<file path="src/rtl/bf8b_pkg.sv">
// Shared definitions for the bf8b 8-bit core: opcodes, register-file geometry
// and the execute-stage state encoding.
package bf8b_pkg;

    localparam int REG_W   = 8;
    localparam int REG_CNT = 16;

    localparam logic [1:0] OP_NOP = 2'b00;
    localparam logic [1:0] OP_LOD = 2'b01;
    localparam logic [1:0] OP_STR = 2'b10;
    localparam logic [1:0] OP_ADD = 2'b11;

    typedef enum logic [2:0] {
        ST_IDLE,
        ST_EXEC,
        ST_MEM,
        ST_WB,
        ST_DONE
    } state_t;

endpackage

</file>
<file path="src/rtl/execute_regfile_mux.sv">
// regfile_mux: combinational byte select of one register out of the flattened
// register-file snapshot exported by writeback.
module regfile_mux
    import bf8b_pkg::*;
(
    input  logic [REG_W*REG_CNT-1:0] regs_flat,
    input  logic [3:0]               sel,
    output logic [REG_W-1:0]         data
);

    logic [REG_W-1:0] regs_arr [REG_CNT];

    generate
        for (genvar gi = 0; gi < REG_CNT; gi++) begin : g_unpack
            assign regs_arr[gi] = regs_flat[gi*REG_W +: REG_W];
        end
    endgenerate

    assign data = regs_arr[sel];

endmodule

</file>
<file path="src/rtl/execute.sv">
// Execute stage of the bf8b core: ADD, or a LOD/STR memory access with timeout,
// then a held-enable handshake to writeback. Optional carry output: CARRY_FLAG_EN.
module execute
    import bf8b_pkg::*;
#(
    parameter int MEM_TIMEOUT = 15
) (
    input  logic                     clk,
    input  logic                     rst_n,
    input  logic                     en,
    input  logic [1:0]               op,
    input  logic [3:0]               rd_addr,
    input  logic [3:0]               rs_addr,
    input  logic [7:0]               imm,
    input  logic [REG_W*REG_CNT-1:0] regs_flat,
    output logic                     mem_req,
    output logic                     mem_we,
    output logic [7:0]               mem_addr,
    output logic [7:0]               mem_wdata,
    input  logic                     mem_ack,
    input  logic [7:0]               mem_rdata,
    output logic                     wb_en,
    output logic [1:0]               wb_op,
    output logic [3:0]               wb_reg_addr,
    output logic [7:0]               wb_val,
    input  logic                     wb_ready,
    output logic                     done,
    output logic                     err
`ifdef CARRY_FLAG_EN
    ,
    output logic                     carry
`endif
);

    // Last counter value that may still see an ack before the abort.
    localparam logic [7:0] CNT_LAST = 8'(MEM_TIMEOUT - 1);

    state_t           state_reg;
    logic [1:0]       op_reg;
    logic [3:0]       rd_reg;
    logic [3:0]       rs_reg;
    logic [7:0]       imm_reg;
    logic [7:0]       cnt_reg;
    logic [REG_W-1:0] rd_val;
    logic [REG_W-1:0] rs_val;
    logic [REG_W:0]   sum;

    regfile_mux u_rd_mux (
        .regs_flat (regs_flat),
        .sel       (rd_reg),
        .data      (rd_val)
    );

    regfile_mux u_rs_mux (
        .regs_flat (regs_flat),
        .sel       (rs_reg),
        .data      (rs_val)
    );

    assign sum = {1'b0, rd_val} + {1'b0, rs_val};

    always_ff @(posedge clk or negedge rst_n) begin
        if (!rst_n) begin
            state_reg   <= ST_IDLE;
            op_reg      <= OP_NOP;
            rd_reg      <= '0;
            rs_reg      <= '0;
            imm_reg     <= '0;
            cnt_reg     <= '0;
            mem_req     <= 1'b0;
            mem_we      <= 1'b0;
            mem_addr    <= '0;
            mem_wdata   <= '0;
            wb_en       <= 1'b0;
            wb_op       <= OP_NOP;
            wb_reg_addr <= '0;
            wb_val      <= '0;
            done        <= 1'b0;
            err         <= 1'b0;
        end else begin
            done <= 1'b0;
            err  <= 1'b0;
            case (state_reg)
                ST_IDLE: begin
                    if (en) begin
                        op_reg    <= op;
                        rd_reg    <= rd_addr;
                        rs_reg    <= rs_addr;
                        imm_reg   <= imm;
                        state_reg <= ST_EXEC;
                    end
                end
                ST_EXEC: begin
                    if (op_reg == OP_LOD || op_reg == OP_STR) begin
                        mem_req   <= 1'b1;
                        mem_addr  <= imm_reg;
                        mem_we    <= (op_reg == OP_STR);
                        mem_wdata <= (op_reg == OP_STR) ? rd_val : '0;
                        cnt_reg   <= '0;
                        state_reg <= ST_MEM;
                    end else begin
                        wb_val      <= (op_reg == OP_ADD) ? sum[REG_W-1:0] : '0;
                        wb_en       <= 1'b1;
                        wb_op       <= op_reg;
                        wb_reg_addr <= rd_reg;
                        state_reg   <= ST_WB;
                    end
                end
                ST_MEM: begin
                    // An ack arriving on the final allowed cycle still completes.
                    if (mem_ack) begin
                        mem_req     <= 1'b0;
                        mem_we      <= 1'b0;
                        wb_val      <= (op_reg == OP_LOD) ? mem_rdata : '0;
                        wb_en       <= 1'b1;
                        wb_op       <= op_reg;
                        wb_reg_addr <= rd_reg;
                        state_reg   <= ST_WB;
                    end else if (cnt_reg == CNT_LAST) begin
                        mem_req   <= 1'b0;
                        mem_we    <= 1'b0;
                        err       <= 1'b1;
                        state_reg <= ST_IDLE;
                    end else begin
                        cnt_reg <= cnt_reg + 8'd1;
                    end
                end
                ST_WB: begin
                    if (wb_ready) begin
                        done      <= 1'b1;
                        state_reg <= ST_DONE;
                    end
                end
                ST_DONE: begin
                    wb_en     <= 1'b0;
                    state_reg <= ST_IDLE;
                end
                default: state_reg <= ST_IDLE;
            endcase
        end
    end

`ifdef CARRY_FLAG_EN
    logic carry_reg;

    always_ff @(posedge clk or negedge rst_n) begin
        if (!rst_n) begin
            carry_reg <= 1'b0;
        end else if (state_reg == ST_EXEC && op_reg == OP_ADD) begin
            carry_reg <= sum[REG_W];
        end
    end

    assign carry = carry_reg;
`else
    logic unused_carry;
    assign unused_carry = sum[REG_W];
`endif

endmodule

</file>
<file path="config.mk">
export PLATFORM = sky130hd
export DESIGN_NAME = execute
export DESIGN_NICKNAME = d
export VERILOG_FILES = /design/src/rtl/bf8b_pkg.sv /design/src/rtl/execute_regfile_mux.sv /design/src/rtl/execute.sv
export SDC_FILE = /design/constraint.sdc
export NUM_CORES = 1
export LEC_CHECK = 0
export CAP_MARGIN = 20
export CORE_MARGIN = 1.5
export CORE_UTILIZATION = 41
export DETAILED_ROUTE_END_ITERATION = 10
export PLACE_DENSITY = 0.82
export SLEW_MARGIN = 5
export SYNTH_ARGS = -nofsm -noshare
export SYNTH_HDL_FRONTEND = slang
export SYNTH_HIERARCHICAL = 1
export SYNTH_SLANG_ARGS = --single-unit
</file>
<file path="constraint.sdc">
create_clock -name clk -period 2.8 [get_ports clk]
set_input_delay 0.42 -clock clk [delete_from_list [all_inputs] [get_ports clk]]
set_output_delay 0.42 -clock clk [all_outputs]
set_load 0.1 [all_outputs]
</file>
# Yosys cells after proc, flatten, opt, wreduce, memory -nomap -nowiden
# Index checks and enable logic that the tools add are counted.
# word_totals
mem_count	0
regBits	64
latchBits	0
out_inout_bits	35
wordCells	91
mem_bits_ro	0
in_bits	159
mem_bits_rw	0
# classes
n_bitwise	2
muxes	42
shift	0
addsub	2
eq_ne	16
n_mul	0
magnitude_cmp	2
div_mod_pow	0
n_reduce_logical	11
# op_table
cell	count
2-to-1 mux 8 bit	12
binary-select mux 8 bit (select 4 bit)	2
one-hot mux 8 bit (2 select lines)	2
!= test 2 bit, second input constant	7
2-to-1 mux 1 bit	12
2-to-1 mux 3 bit	4
one-hot mux 3 bit (4 select lines)	1
AND reduction 3 bit	4
greater-or-equal comparator 5 bit, second input constant	2
NOT 4 -> 5 bit	2
adder 8 x 1 -> 8 bit, second input constant	1
adder 8 bit	1
== test 8 x 4 -> 1 bit, second input constant	1
2-to-1 mux 4 bit	2
one-hot mux 4 bit (2 select lines)	1
== test 3 x 2 -> 1 bit, second input constant	2
== test 2 bit, second input constant	2
2-to-1 mux 2 bit	2
one-hot mux 1 bit (2 select lines)	2
one-hot mux 2 bit (2 select lines)	1
AND reduction 2 bit	2
AND reduction 4 bit	1
== test 3 x 1 -> 1 bit, second input constant	1
== test 3 bit, second input constant	1
7 further kinds	7

# Depth between registers and ports, before layout
# logic_depth
word_depth	8
depth_mapped	12
depth_no_buf	10

# By module
# Netlist, hierarchy kept.
# by_module_without_submodules
mod	area_per_inst_um2	instances	seq_area_each_um2	cells_each
execute	2994.1	1	1601.5	279
regfile_mux	1033.5	2	0.0	70

# Worst setup path after synthesis
# Ideal clock, no wire load.
# synth_path
kind	register to register
from	register rd_reg[0]
to	register wb_val[6]
path_buffers	2
path_slack_ns	-0.114
stages_incl_launch_ff	13
period_less_slack_ns	2.914
arrival_time_ns	2.776
cell_sequence	dfrtp_1 buf_6 buf_6 mux4_1 a22oi_1 nand2_1 ha_1 fa_1 a211oi_1 o21bai_1 a21oi_1 xor2_1 o221ai_1
# synth_between
elab_chain_len	8
# synth_rtl
element	line	source
from (decl)	execute.sv:40	logic [3:0] rd_reg;
from (signal assigned)	execute.sv:87	rd_reg <= rd_addr;
NOT 4 -> 5 bit (not written as such)	execute_regfile_mux.sv:19	assign data = regs_arr[sel];
binary-select mux 8 bit (select 4 bit)	execute_regfile_mux.sv:19	
2-to-1 mux 8 bit (not written as such) (2 in a row)	execute_regfile_mux.sv:19	
net rd_val[0]	execute.sv:44	logic [REG_W-1:0] rd_val;
adder 8 bit	execute.sv:60	assign sum = {1'b0, rd_val} + {1'b0, rs_val};
2-to-1 mux 8 bit	execute.sv:102	wb_val <= (op_reg == OP_ADD) ? sum[REG_W-1:0] : '0;
2-to-1 mux 8 bit	execute.sv:94	if (op_reg == OP_LOD || op_reg == OP_STR) begin
one-hot mux 8 bit (2 select lines)	execute.sv:83	case (state_reg)
to (signal assigned)	execute.sv:102	
to (signal assigned)	execute.sv:114	wb_val <= (op_reg == OP_LOD) ? mem_rdata : '0;
to (decl)	execute.sv:25	output logic [7:0] wb_val,
# The timed path passes the listed nets, and every way through them passes these cells. The select of a mux whose other input is x is not followed.
# A chain may end at the register's enable or synchronous reset.

# Worst setup path in the final report
# layout_path
from	input port regs_flat[72]
to	register wb_val[6]
# layout_between
elab_chain_len	7
# layout_rtl
element	line	source
from (decl)	execute.sv:15	input logic [REG_W*REG_CNT-1:0] regs_flat,
binary-select mux 8 bit (select 4 bit)	execute_regfile_mux.sv:19	
2-to-1 mux 8 bit (not written as such) (2 in a row)	execute_regfile_mux.sv:19	
net rs_val[0]	execute.sv:45	logic [REG_W-1:0] rs_val;
adder 8 bit	execute.sv:60	
2-to-1 mux 8 bit	execute.sv:102	
2-to-1 mux 8 bit	execute.sv:94	
one-hot mux 8 bit (2 select lines)	execute.sv:83	
# The timed path passes the listed nets, and every way through them passes these cells. The select of a mux whose other input is x is not followed.

==> results.py <==
metrics = {
    "run_status": {
        "run_status": "finished with violations",
        "violated_checks": "negative setup slack",
    },
    "logic_synthesis": {
        "postSynthRegisterBits": 64,
        "synth-async-reset-ratio": 1.00,
        "yosys_warnings": 6,
        "synth_top_flop_cell": "dfrtp_1",
        "syn-num-nets": 591,
        "yosys.cell_types.count": 49,
        "instance_count_of_the_mapped_netlist": 419,
        "postSynthAreaPerCell_sq_um": 12.1,
        "synthTopCellsByArea": "dfrtp_1 32%, mux4_2 16%, mux4_1 15%",
        "synth_enable_flop_cells": 0,
        "synthDominantCellAreaShare": 0.316,
        "syn-cell-area_sq_mm": 0.00506,
        "synth-seq-area-share": 0.316,
        "post-synth-top-area-cell": "dfrtp_1",
    },
    "die": {
        "floorplan.die_area_sq_mm": 0.0130,
        "ios": 194,
        "core.rowCount": 40,
        "fp.coreArea_sq_mm": 0.0120,
        "starting_density_of_the_core": 0.421,
        "die-width_um": 114,
        "fp.dieH_um": 114,
    },
    "timing": {
        "clock.fmax_ghz": 0.337,
        "hold_viol_final": 0,
        "final_period_utilization": 1.06,
        "setup_viol": 5,
        "grt_setup_unrepaired": "yes",
        "fin_crit_ns": 2.97,
        "worst_slack_ns": -0.165,
        "tightest_slew_ns": 0.798,
        "slew_headroom": 0.468,
        "timing.final.max_slew_violations": 0,
        "fin_worst_skew_ns": 0.00654,
    },
    "drt": {
        "ant_nets_after_route": 0,
        "drt_drc_violations_left": 0,
        "drt_iter0_markers": 288,
        "dr_total_vias": 4733,
        "firstDrtPassIters": 6,
        "wirelength_um": 17400,
        "number_of_vias_per_cell_after_detailed_routing": 6.00,
        "detail_route.wl_per_cell_um": 22.1,
    },
    "global_route": {
        "antenna_found_initial": 0,
        "grt_pass1_wl_um": 27100,
        "grt_start_max_net_pins": 65,
        "grt_remaining_overflow": 0,
        "first_global_vias": 5098,
        "grt_usage": 0.275,
    },
    "critical_path": {
        "startpoint_type": "input pin",
        "rrSetupSlack_ns": -0.15,
        "worst_ep_arrival_time_ns": 3.15,
        "worstReg2RegStart": "rd_reg[0]",
        "required_ns": 2.99,
        "slowest_stage": "mux4_1",
        "reg2reg_to": "wb_val[6]",
        "worst_path_max_fanout": 3,
        "timing.setup.critical_path_class": "in2reg",
        "critical_path_endpoint_category": "flip-flop",
        "crit_path_max_incr_delay_ns": 0.58,
        "timing.reg2reg.worst_path_depth": 11,
        "timing.critical_path.max_delay_family": "compound AO/OA/AOI/OAI gates",
        "crit_buf_inv": 1,
        "timing.critical_path.cells": "clkdlybuf4s50_1 > mux4_1 > a22oi_1 > nand2_2 > ha_4 > fa_2 > a211oi_2 > o21bai_1 > a21oi_1 > xor2_1 > o221ai_1",
    },
    "clock_tree": {
        "clk_pin_slew_worst_setup_hold_paths_ns": 0.06,
        "clk_root_buffer_cell": "clkbuf_16",
        "htree_levels": 3,
        "cts-hold-fix-buffers": 0,
        "clk-insertion-delay-late_ns": 0.32,
        "clock_sink_count": 64,
        "cts-root-to-sink-buffers": 2,
        "clock_buffer_count_from_cts": 9,
        "tritoncts": "built",
    },
    "min_path": {
        "worstHoldPathType": "in2async",
    },
    "layout": {
        "flow.area_growth_from_synthesis_pct": 52.7,
        "diodes": 0,
        "layout-drive-gt1-share": 0.287,
        "final_nets": 809,
        "final-instance-count-excl-fill": 789,
    },
    "placement": {
        "dp_worst_setup_slack_ns": -0.478,
        "gp_congestion": 0.944,
        "io_buffers": 193,
        "place.detailed.instances": 765,
        "place_hpwl_um": 13400,
    },
    "power_and_ir_drop": {
        "total_power_divided_by_cell_area_mw_per_mm2": 1370,
        "leakage_nw": 3.28,
        "p_total_w": 0.0106,
        "worst_ir_drop_vdd_mv": 0.907,
    },
    "run": {
        "max-cap-violations": 0,
    },
}
layer usage:
layer,part of all wire,vias to the layer above,global-route usage
met1,0.40,2340,0.345
met2,0.50,253,0.469
met5,0,-,0
li1,-,2094,-
met3,0.068,46,0.0498
met4,0.037,0,0.119
area by class of cell:
| class | instances | area [sq um] |
|---|---|---|
| inverter | 6 | 22.5 |
| multi-input combinational | 316 | 3320 |
| clock buffer | 10 | 239 |
| clock inverter | 6 | 67.6 |
| sequential | 64 | 1600 |
| timing repair buffer | 240 | 2290 |
| fill | 893 | 4280 |
| tap | 147 | 184 |
cells by family (layout without fill, tap and decap cells):
| group | Yosys count | count (layout) | share of synthesized area |
|---|---|---|---|
| buf+inv | 39 | 262 | 0.0497 |
| simple gates | 127 | 127 | 0.119 |
| compound gates | 78 | 78 | 0.106 |
| flops | 64 | 64 | 0.316 |
| mux | 87 | 87 | 0.356 |
| fa+ha+maj | 13 | 13 | 0.0336 |
| xor+xnor | 11 | 11 | 0.0190 |
power breakdown:
group / switching, W / internal [W]
Combinational: 0.00437 / 0.00344
Clock: 0.000421 / 0.000716
Sequential: 0.000345 / 0.00131
worst max path at each step:
stage / slack [ns] / end / from / cells past startpoint
after floorplan: 0.01 / wb_val[6] / rd_reg[0] / 12
after global placement: -0.36 / wb_val[6] / regs_flat[72] / 11
after detailed placement: -0.48 / wb_val[6] / regs_flat[72] / 11
after CTS: -0.13 / wb_val[6] / rd_reg[0] / 11
after global routing: -0.26 / wb_val[6] / regs_flat[72] / 11
final: -0.17 / wb_val[6] / regs_flat[72] / 11
synth_stat cells, drive strengths merged, types with 2 or more instances:
library cell   instances
dfrtp                 64
mux4                  64
nand2                 64
a22oi                 37
mux2                  22
buf                   20
nor2                  19
a21oi                 15
nand3                 13
ha                    12
o21ai                  9
clkbuf                 7
clkdlybuf4s25          6
inv                    6
xor2                   6
xnor2                  5
and2                   4
nor2b                  4
nor3                   4
a21o                   3
a31oi                  3
and3                   3
nand3b                 3
a211oi                 2
and2b                  2
o21bai                 2
o221ai                 2
or3b                   2
cell usage in the layout, fill, tap and decap left out, drive strengths merged, types with 3 or more instances in the layout:
master         synthesis  layout
clkdlybuf4s50          0     157
buf                   20      83
dfrtp                 64      64
nand2                 64      64
mux4                  64      64
a22oi                 37      37
mux2                  22      22
nor2                  19      19
a21oi                 15      15
nand3                 13      13
ha                    12      12
clkbuf                 7      10
o21ai                  9       9
inv                    6       7
xor2                   6       6
xnor2                  5       5
nor3                   4       4
nor2b                  4       4
and2                   4       4
and3                   3       3
a21o                   3       3
a31oi                  3       3
nand3b                 3       3
per-stage QoR:
stage / utilization / instance area (sq um) / setup TNS [ns] / hold WS, ns
after floorplan: - / 5070 / 0 / 0.124
after global placement: 0.602 / 7230 / -1.43 / 0.444
after detailed placement: 0.602 / 7230 / -1.90 / 0.457
after CTS: 0.637 / 7650 / -0.273 / 0.300
after global routing: 0.643 / 7730 / -0.996 / 0.331
final: 0.643 / 7730 / -0.406 / 0.269
timing repair:
| item | in CTS | in global routing |
|---|---|---|
| endpoints found under the setup margin | 5 | 5 |
| gates resized for setup | 15 | 14 |
| setup buffers | 3 | 4 |
| cloned | 1 | 0 |
| pin swaps | 12 | 9 |
(Power assumes the default switching activity.)
